**config.mk**
```make
export PLATFORM = sky130hd
export DESIGN_NAME = multi_bar_sq
export DESIGN_NICKNAME = d
export VERILOG_FILES = /design/src/rtl/multi_bar_sq.sv
export SDC_FILE = /design/constraint.sdc
export NUM_CORES = 1
export LEC_CHECK = 0
export BUFFER_PORTS_ARGS = -buffer_cell sky130_fd_sc_hd__buf_2
export CORE_UTILIZATION = 45
export DETAILED_ROUTE_END_ITERATION = 6
export PLACE_DENSITY = 0.66
export SKIP_CTS_REPAIR_TIMING = 1
export SLEW_MARGIN = 15
export SYNTH_ARGS = -nofsm -noshare
export SYNTH_HDL_FRONTEND = slang
export SYNTH_SLANG_ARGS = --single-unit
```
**constraint.sdc**
```tcl
create_clock -name clk -period 2.6 [get_ports clk]
set_input_delay 0.26 -clock clk [delete_from_list [all_inputs] [get_ports clk]]
set_output_delay 0.26 -clock clk [all_outputs]
set_load 0.005 [all_outputs]
```
**src/rtl/multi_bar_sq.sv**
```systemverilog
// multi_bar_sq: rectangle split into CHANNELS horizontal stripes, each stripe
// a two-colour level bar with its own divide point. Divide sets arrive on a
// valid/ready handshake, sit in a shadow register and are applied only at
// frame start so a frame never shows two different sets.
// Optional feature macro: MULTI_BAR_SQ_SLEW_EN -- the shadow loads a target
// and each active divide walks toward it by at most STEP per frame start.
// Pixel path latency is fixed at 2 clocks.
module multi_bar_sq #(
    parameter int          X_OFF    = 0,
    parameter int          Y_OFF    = 0,
    parameter int          W        = 100,
    parameter int          H        = 100,
    parameter int          CHANNELS = 4,
    parameter logic [5:0]  COLOR1   = 6'b000000,
    parameter logic [5:0]  COLOR2   = 6'b111111,
    parameter int          STEP     = 4
) (
    input  logic                    clk,
    input  logic                    reset_n,
    input  logic [9:0]              x_px,
    input  logic [9:0]              y_px,
    input  logic [10*CHANNELS-1:0]  div_in,
    input  logic                    div_valid,
    output logic                    div_ready,
    output logic [5:0]              color_px,
    output logic                    frame_tick
);

    localparam int          SH   = H / CHANNELS;
    localparam int          CW   = (CHANNELS > 1) ? $clog2(CHANNELS) : 1;
    localparam logic [11:0] X_LO = 12'(X_OFF);
    localparam logic [11:0] X_HI = 12'(X_OFF + W);
    localparam logic [11:0] Y_LO = 12'(Y_OFF);
    localparam logic [11:0] Y_HI = 12'(Y_OFF + H);

    logic          w_inside;
    logic [CW-1:0] w_ch;
    logic          w_origin;
    logic          w_accept;
    logic          w_xfer;

    logic          r_inside;
    logic [9:0]    r_x_rel;
    logic [CW-1:0] r_ch;
    logic [5:0]    r_color;
    logic          r_origin_prev;
    logic          r_fs;
    logic          r_pend;
    logic [10*CHANNELS-1:0] r_shadow;
    logic [9:0]    r_active [CHANNELS];

    assign w_inside = ({2'b00, x_px} > X_LO) && ({2'b00, x_px} <= X_HI) &&
                      ({2'b00, y_px} > Y_LO) && ({2'b00, y_px} <= Y_HI);
    assign w_origin = (x_px == 10'd0) && (y_px == 10'd0);
    assign w_accept = div_valid && !r_pend;
    assign w_xfer   = r_fs && r_pend;

    assign div_ready  = !r_pend;
    assign frame_tick = w_xfer;
    assign color_px   = r_color;

    // Stripe index: count the stripe boundaries the current row lies below.
    always_comb begin
        w_ch = '0;
        for (int c = 1; c < CHANNELS; c++) begin
            if ({2'b00, y_px} > 12'(Y_OFF + c * SH))
                w_ch = CW'(c);
        end
    end

    // Two-stage pixel pipeline: geometry, then colour select.
    always_ff @(posedge clk or negedge reset_n) begin
        if (!reset_n) begin
            r_inside <= 1'b0;
            r_x_rel  <= '0;
            r_ch     <= '0;
            r_color  <= '0;
        end else begin
            r_inside <= w_inside;
            r_x_rel  <= x_px - 10'(X_OFF);
            r_ch     <= w_ch;
            if (!r_inside)
                r_color <= '0;
            else if (r_x_rel > r_active[r_ch])
                r_color <= COLOR1;
            else
                r_color <= COLOR2;
        end
    end

    // Frame start: registered rising edge of the (0,0) coordinate.
    always_ff @(posedge clk or negedge reset_n) begin
        if (!reset_n) begin
            r_origin_prev <= 1'b0;
            r_fs          <= 1'b0;
        end else begin
            r_origin_prev <= w_origin;
            r_fs          <= w_origin && !r_origin_prev;
        end
    end

    // Handshake: one pending set at a time, released by the frame-start transfer.
    always_ff @(posedge clk or negedge reset_n) begin
        if (!reset_n) begin
            r_pend   <= 1'b0;
            r_shadow <= '0;
        end else begin
            if (w_xfer)
                r_pend <= 1'b0;
            else if (w_accept)
                r_pend <= 1'b1;
            if (w_accept)
                r_shadow <= div_in;
        end
    end

`ifdef MULTI_BAR_SQ_SLEW_EN
    logic [9:0] r_target [CHANNELS];

    // Move one step toward the target without overshooting it.
    function automatic logic [9:0] slew_step(input logic [9:0] cur, input logic [9:0] tgt);
        logic [9:0] diff;
        if (tgt > cur) begin
            diff = tgt - cur;
            return (diff > 10'(STEP)) ? cur + 10'(STEP) : tgt;
        end else begin
            diff = cur - tgt;
            return (diff > 10'(STEP)) ? cur - 10'(STEP) : tgt;
        end
    endfunction

    // Target takes the shadow on transfer; active slews on every frame start
    // toward the target value held before that edge.
    always_ff @(posedge clk or negedge reset_n) begin
        if (!reset_n) begin
            for (int c = 0; c < CHANNELS; c++) begin
                r_target[c] <= '0;
                r_active[c] <= '0;
            end
        end else begin
            for (int c = 0; c < CHANNELS; c++) begin
                if (w_xfer)
                    r_target[c] <= r_shadow[c*10 +: 10];
                if (r_fs)
                    r_active[c] <= slew_step(r_active[c], r_target[c]);
            end
        end
    end
`else
    // Active divides take the shadow directly on transfer.
    always_ff @(posedge clk or negedge reset_n) begin
        if (!reset_n) begin
            for (int c = 0; c < CHANNELS; c++)
                r_active[c] <= '0;
        end else if (w_xfer) begin
            for (int c = 0; c < CHANNELS; c++)
                r_active[c] <= r_shadow[c*10 +: 10];
        end
    end
`endif

endmodule
```
## Word level (Yosys, flattened, before mapping)

Index checks and enable logic that the tools add are counted.

| word-level totals | value |
|---|---|
| bits of input ports | 63 |
| word-level logic and storage cells | 44 |
| flip-flop bits (word level) | 102 |

| cells by class | value |
|---|---|
| order comparisons | 9 |
| multiplexer cells | 10 |
| bitwise logic cells | 1 |
| reduce and logical (&&, ||, !) cells | 12 |

Operators by type and width:

| operator | count |
|---|---|
| binary-select mux 10 bit (select 2 bit) | 1 |
| greater-than comparator 10 x 1 -> 1 bit (second input constant) | 2 |
| <= comparator 10 x 7 -> 1 bit (second input constant) | 2 |
| logical NOT 10 bit | 2 |
| two-way mux 10 bit | 2 |
| two-way mux 6 bit | 2 |
| greater-than comparator 10 bit | 1 |
| greater-than comparator 10 x 5 -> 1 bit (second input constant) | 1 |
| greater-than comparator 10 x 6 -> 1 bit (second input constant) | 1 |
| greater-than comparator 10 x 7 -> 1 bit (second input constant) | 1 |
| logical AND 1 bit | 7 |
| two-way mux 2 bit | 2 |
| greater-or-equal comparator 3 bit (second input constant) | 1 |
| two-way mux 1 bit | 3 |
| inverter 2 -> 3 bit | 1 |
| logical NOT 1 bit | 2 |
| nonzero test 2 bit | 1 |

## Logic depth before layout (Yosys ltp)

| depth | value |
|---|---|
| depth in word-level cells | 7 |
| mapped depth | 8 |
| mapped depth without buffers | 7 |

## Worst setup path before layout

No wires, ideal clock.

| path | value |
|---|---|
| path kind | register -> register |
| start point | register r_ch[0] |
| end point | register r_color[4], in the netlist color_px[4] |
| path buffers | 1 |
| arrival time | 2042 ps |
| stages on the path, launching flop included | 9 |
| clock period less this slack | 2124 ps |
| path slack | 476 ps |
| required time | 2517 ps |
| cells stage by stage | dfrtp_1 -> buf_2 -> mux4_2 -> inv_1 -> ha_1 -> a21o_1 -> a221oi_1 -> a21oi_1 -> o21ai_0 |

| between the ends | value |
|---|---|
| cells in the longest elaborated chain, start to end | 7 |

RTL lines:

| element | line | source |
|---|---|---|
| from (decl) | 44 | `logic [CW-1:0] r_ch;` |
| from (signal assigned) | 81 | `r_ch <= w_ch;` |
| inverter 2 -> 3 bit (not written as such) | 84 | `else if (r_x_rel > r_active[r_ch])` |
| binary-select mux 10 bit (select 2 bit) | 84 |  |
| two-way mux 10 bit (not written as such) (2 in series) | 84 |  |
| greater-than comparator 10 bit | 84 |  |
| two-way mux 6 bit | 84 |  |
| two-way mux 6 bit | 82 | `if (!r_inside)` |
| to (signal assigned) | 83 | `r_color <= '0;` |
| to (signal assigned) | 85 | `r_color <= COLOR1;` |
| to (signal assigned) | 87 | `r_color <= COLOR2;` |
| to (decl) | 45 | `logic [5:0] r_color;` |

No other way between the ends. The select of a mux whose other input is x is not followed.
A chain may end at the register's enable or synchronous reset.

## Worst setup path in the final report

Ends and elaborated chain as after synthesis.

==> run_results.csv <==
group,metric,value,unit
status,run_status,"complete, no violations",
clock_network,clock_sinks,97,
cells_and_area,post-route-util,54.47,%
routing,drt_first_pass_iters,4,
setup_path,critPathRequiredTime,2.86,ns
cells_and_area,antenna_cells,0,
cells_and_area,num-fill-cells,769,
clock_network,cts_tree,"yes",
sta,rsz0062_at_grt,"false",
routing,dr.max_layer_used,"met4",
clock_network,h-tree-depth,3,
global_route,antenna_found_initial,0,
sta,whs,0.03325,ns
setup_path,cp-end-kind,"flip-flop",
clock_network,clockRootBuffer,"clkbuf_8",
logic_synthesis,ys_types,25,
global_route,grt_pass1_wl,12100,um
logic_synthesis,syn_area_per_cell,15.00,um^2
cells_and_area,seq_area,2427,um^2
routing,met2_length,3374,um
routing,met3_length,324,um
pwr,p_leak,2.355,nW
setup_path,cp.arrival,2.54,ns
setup_path,regToRegSetupSlack,0.32,ns
routing,routed_wirelength,7111,um
logic_synthesis,ys_seq_elements,97,
logic_synthesis,synth_cells,273,
placement,routabilityCongestion,0.7967,
clock_network,cts_buffers,9,
global_route,overflow,0,
global_route,grt_use_total,16.70,%
cells_and_area,drive_gt1_share,52.42,%
placement,place_ws,0.3351,ns
hold_path,hold_path.class,"in -> reg",
cells_and_area,areaGrowthSynthToFinish,16.60,%
sta,period_needed,2.281,ns
routing,avgRoutedWirePerCell,15.49,um
sta,tightest_slew,0.5282,ns
placement,io_buffers,70,
floorplanning,initial_utilization,46.72,%
cells_and_area,final_cell_mix,"dfrtp_1 (97), mux2_2 (80), buf_2 (69), clkbuf_8 (13), inv_1 (12)",
cells_and_area,layout_commonest_cell,"dfrtp_1",
floorplanning,core_area,8763,um^2
setup_path,crit_type,"reg -> reg",
pwr,finalPower,2.762,mW
cells_and_area,nets,419,
sta,maxSlewHeadroom,64.79,%
setup_path,cp_max_fo,6,
job,maxCapViolations,0,
cells_and_area,multi_input_area,1543,um^2
floorplanning,die_x,97.38,um
logic_synthesis,netlist_area,4094,um^2
placement,dp_hpwl,5190,um
global_route,grt_pass1_vias,2425,
logic_synthesis,synth.yosys.seq_area_share,59.29,%
sta,timing.final.ws_setup,0.3186,ns
sta,clock.fmax,0.4383,GHz
routing,drt_iter0_drc,93,
logic_synthesis,synth-edff-count,0,
sta,slew_violations,0,
floorplanning,die_h,97.38,um
floorplanning,ios,71,
pwr,p_per_area,578.6,nW/um^2
sta,fin_worst_skew,0.008440,ns
setup_path,cp-start-kind,"flip-flop",
logic_synthesis,synth_top_area_share,59.29,%
logic_synthesis,yosys_warnings,0,
clock_network,clk_path_buf_depth,2,
pwr,ir_drop,0.3460,mV
logic_synthesis,synth_area_leaders,"dfrtp_1 (59%), mux2_2 (22%), mux4_2 (5.5%), ha_1 (3.1%), buf_2 (1.1%)",
routing,wl_met1,3352,um
routing,viasPerCell,5.150,
logic_synthesis,yosys.area.top_type,"dfrtp_1",
logic_synthesis,synth_nets,346,
global_route,grt_max_degree,70,
sta,hold_violations,0,
routing,route.vias.total,2364,
sta,min_period_over_period,87.75,%
logic_synthesis,async_flop_share,100.0,%
sta,setup-tns-final,0,ns
floorplanning,die_area,9483,um^2
clock_network,clkTransAtPathRegs,0.09,ns
routing,drc,0,
floorplanning,fp-row-count,34,
sta,final-setup-viol-count,0,
clock_network,clk_latency,0.36,ns
logic_synthesis,synth_flop_cell,"dfrtp_1",
routing,final_antenna_net_count,0,
## worst paths after layout
| kind | to | start | cells after the start |
|---|---|---|---|
| setup / recovery | color_px[4] | r_ch[0] | 7 |
| hold / removal | r_x_rel[4] | x_px[4] | 1 |
| setup reg to reg | color_px[4] | r_ch[0] | 7 |
| hold reg to reg | r_fs | r_origin_prev | 1 |
| max in group asynchronous | r_x_rel[0] | reset_n | 3 |
| min in group asynchronous | r_shadow[4] | reset_n | 2 |
## critical path, stage by stage (launching register included)
cell      delay (ns)
dfrtp_1         0.55
mux4_2          0.56
inv_1           0.07
ha_1            0.24
a21o_1          0.19
a221oi_1        0.29
a21oi_1         0.10
o21ai_0         0.19
## routing by layer
layer / vias to the layer above / track usage (%)
li1: 1128 / -
met3: 5 / 5.108
met2: 59 / 25.50
met4: 0 / 5.090
met1: 1172 / 23.08
met5: - / 0
## final cells by class
type	count	area share, %
clock inverter	3	0.4456
inverter	12	0.9436
sequential	97	50.85
multi-input combinational	149	32.32
clock buffer	13	3.748
tap	108	2.831
timing repair buffer	77	8.860
## cell usage after synthesis, types with 2 or more instances
master,count
a211o_1,2
a21o_1,3
a21oi_1,3
buf_2,9
buf_4,5
dfrtp_1,97
ha_1,10
inv_1,12
mux2_2,80
mux4_2,10
nand2_1,7
nand3_1,5
nand4_1,3
nor2_1,9
nor2b_1,3
nor3_1,3
o21ai_0,4
## cell families after synthesis
kind of cell | Yosys count | share of synthesized area (%)
AND/OR/NAND/NOR | 35 | 4.676
AO/OA/AOI/OAI | 14 | 2.262
multiplexers | 90 | 27.51
buffers and inverters | 27 | 3.209
adder cells (fa/ha/maj) | 10 | 3.056
flip-flops | 97 | 59.29
## sequential cells by signal, indices dropped and copies added (netlist names)
name and count:
color_px 1, r_fs 1, r_pend 1, r_shadow 40, r_ch 2, r_active 40
r_x_rel 10, r_inside 1, r_origin_prev 1
## through the flow
step / area [um^2] / cells
finish: 4773 / 459
global route: 4773 / 459
CTS: 4753 / 457
detailed placement: 4553 / 441
global placement: 4553 / 441
floorplan: 4094 / 273
## power by group
part / internal (mW) / switching [mW]
sequential: 1.59 / 0.0427
clock: 0.454 / 0.483
combinational: 0.109 / 0.0839
Power figures use the tool's default switching activity.
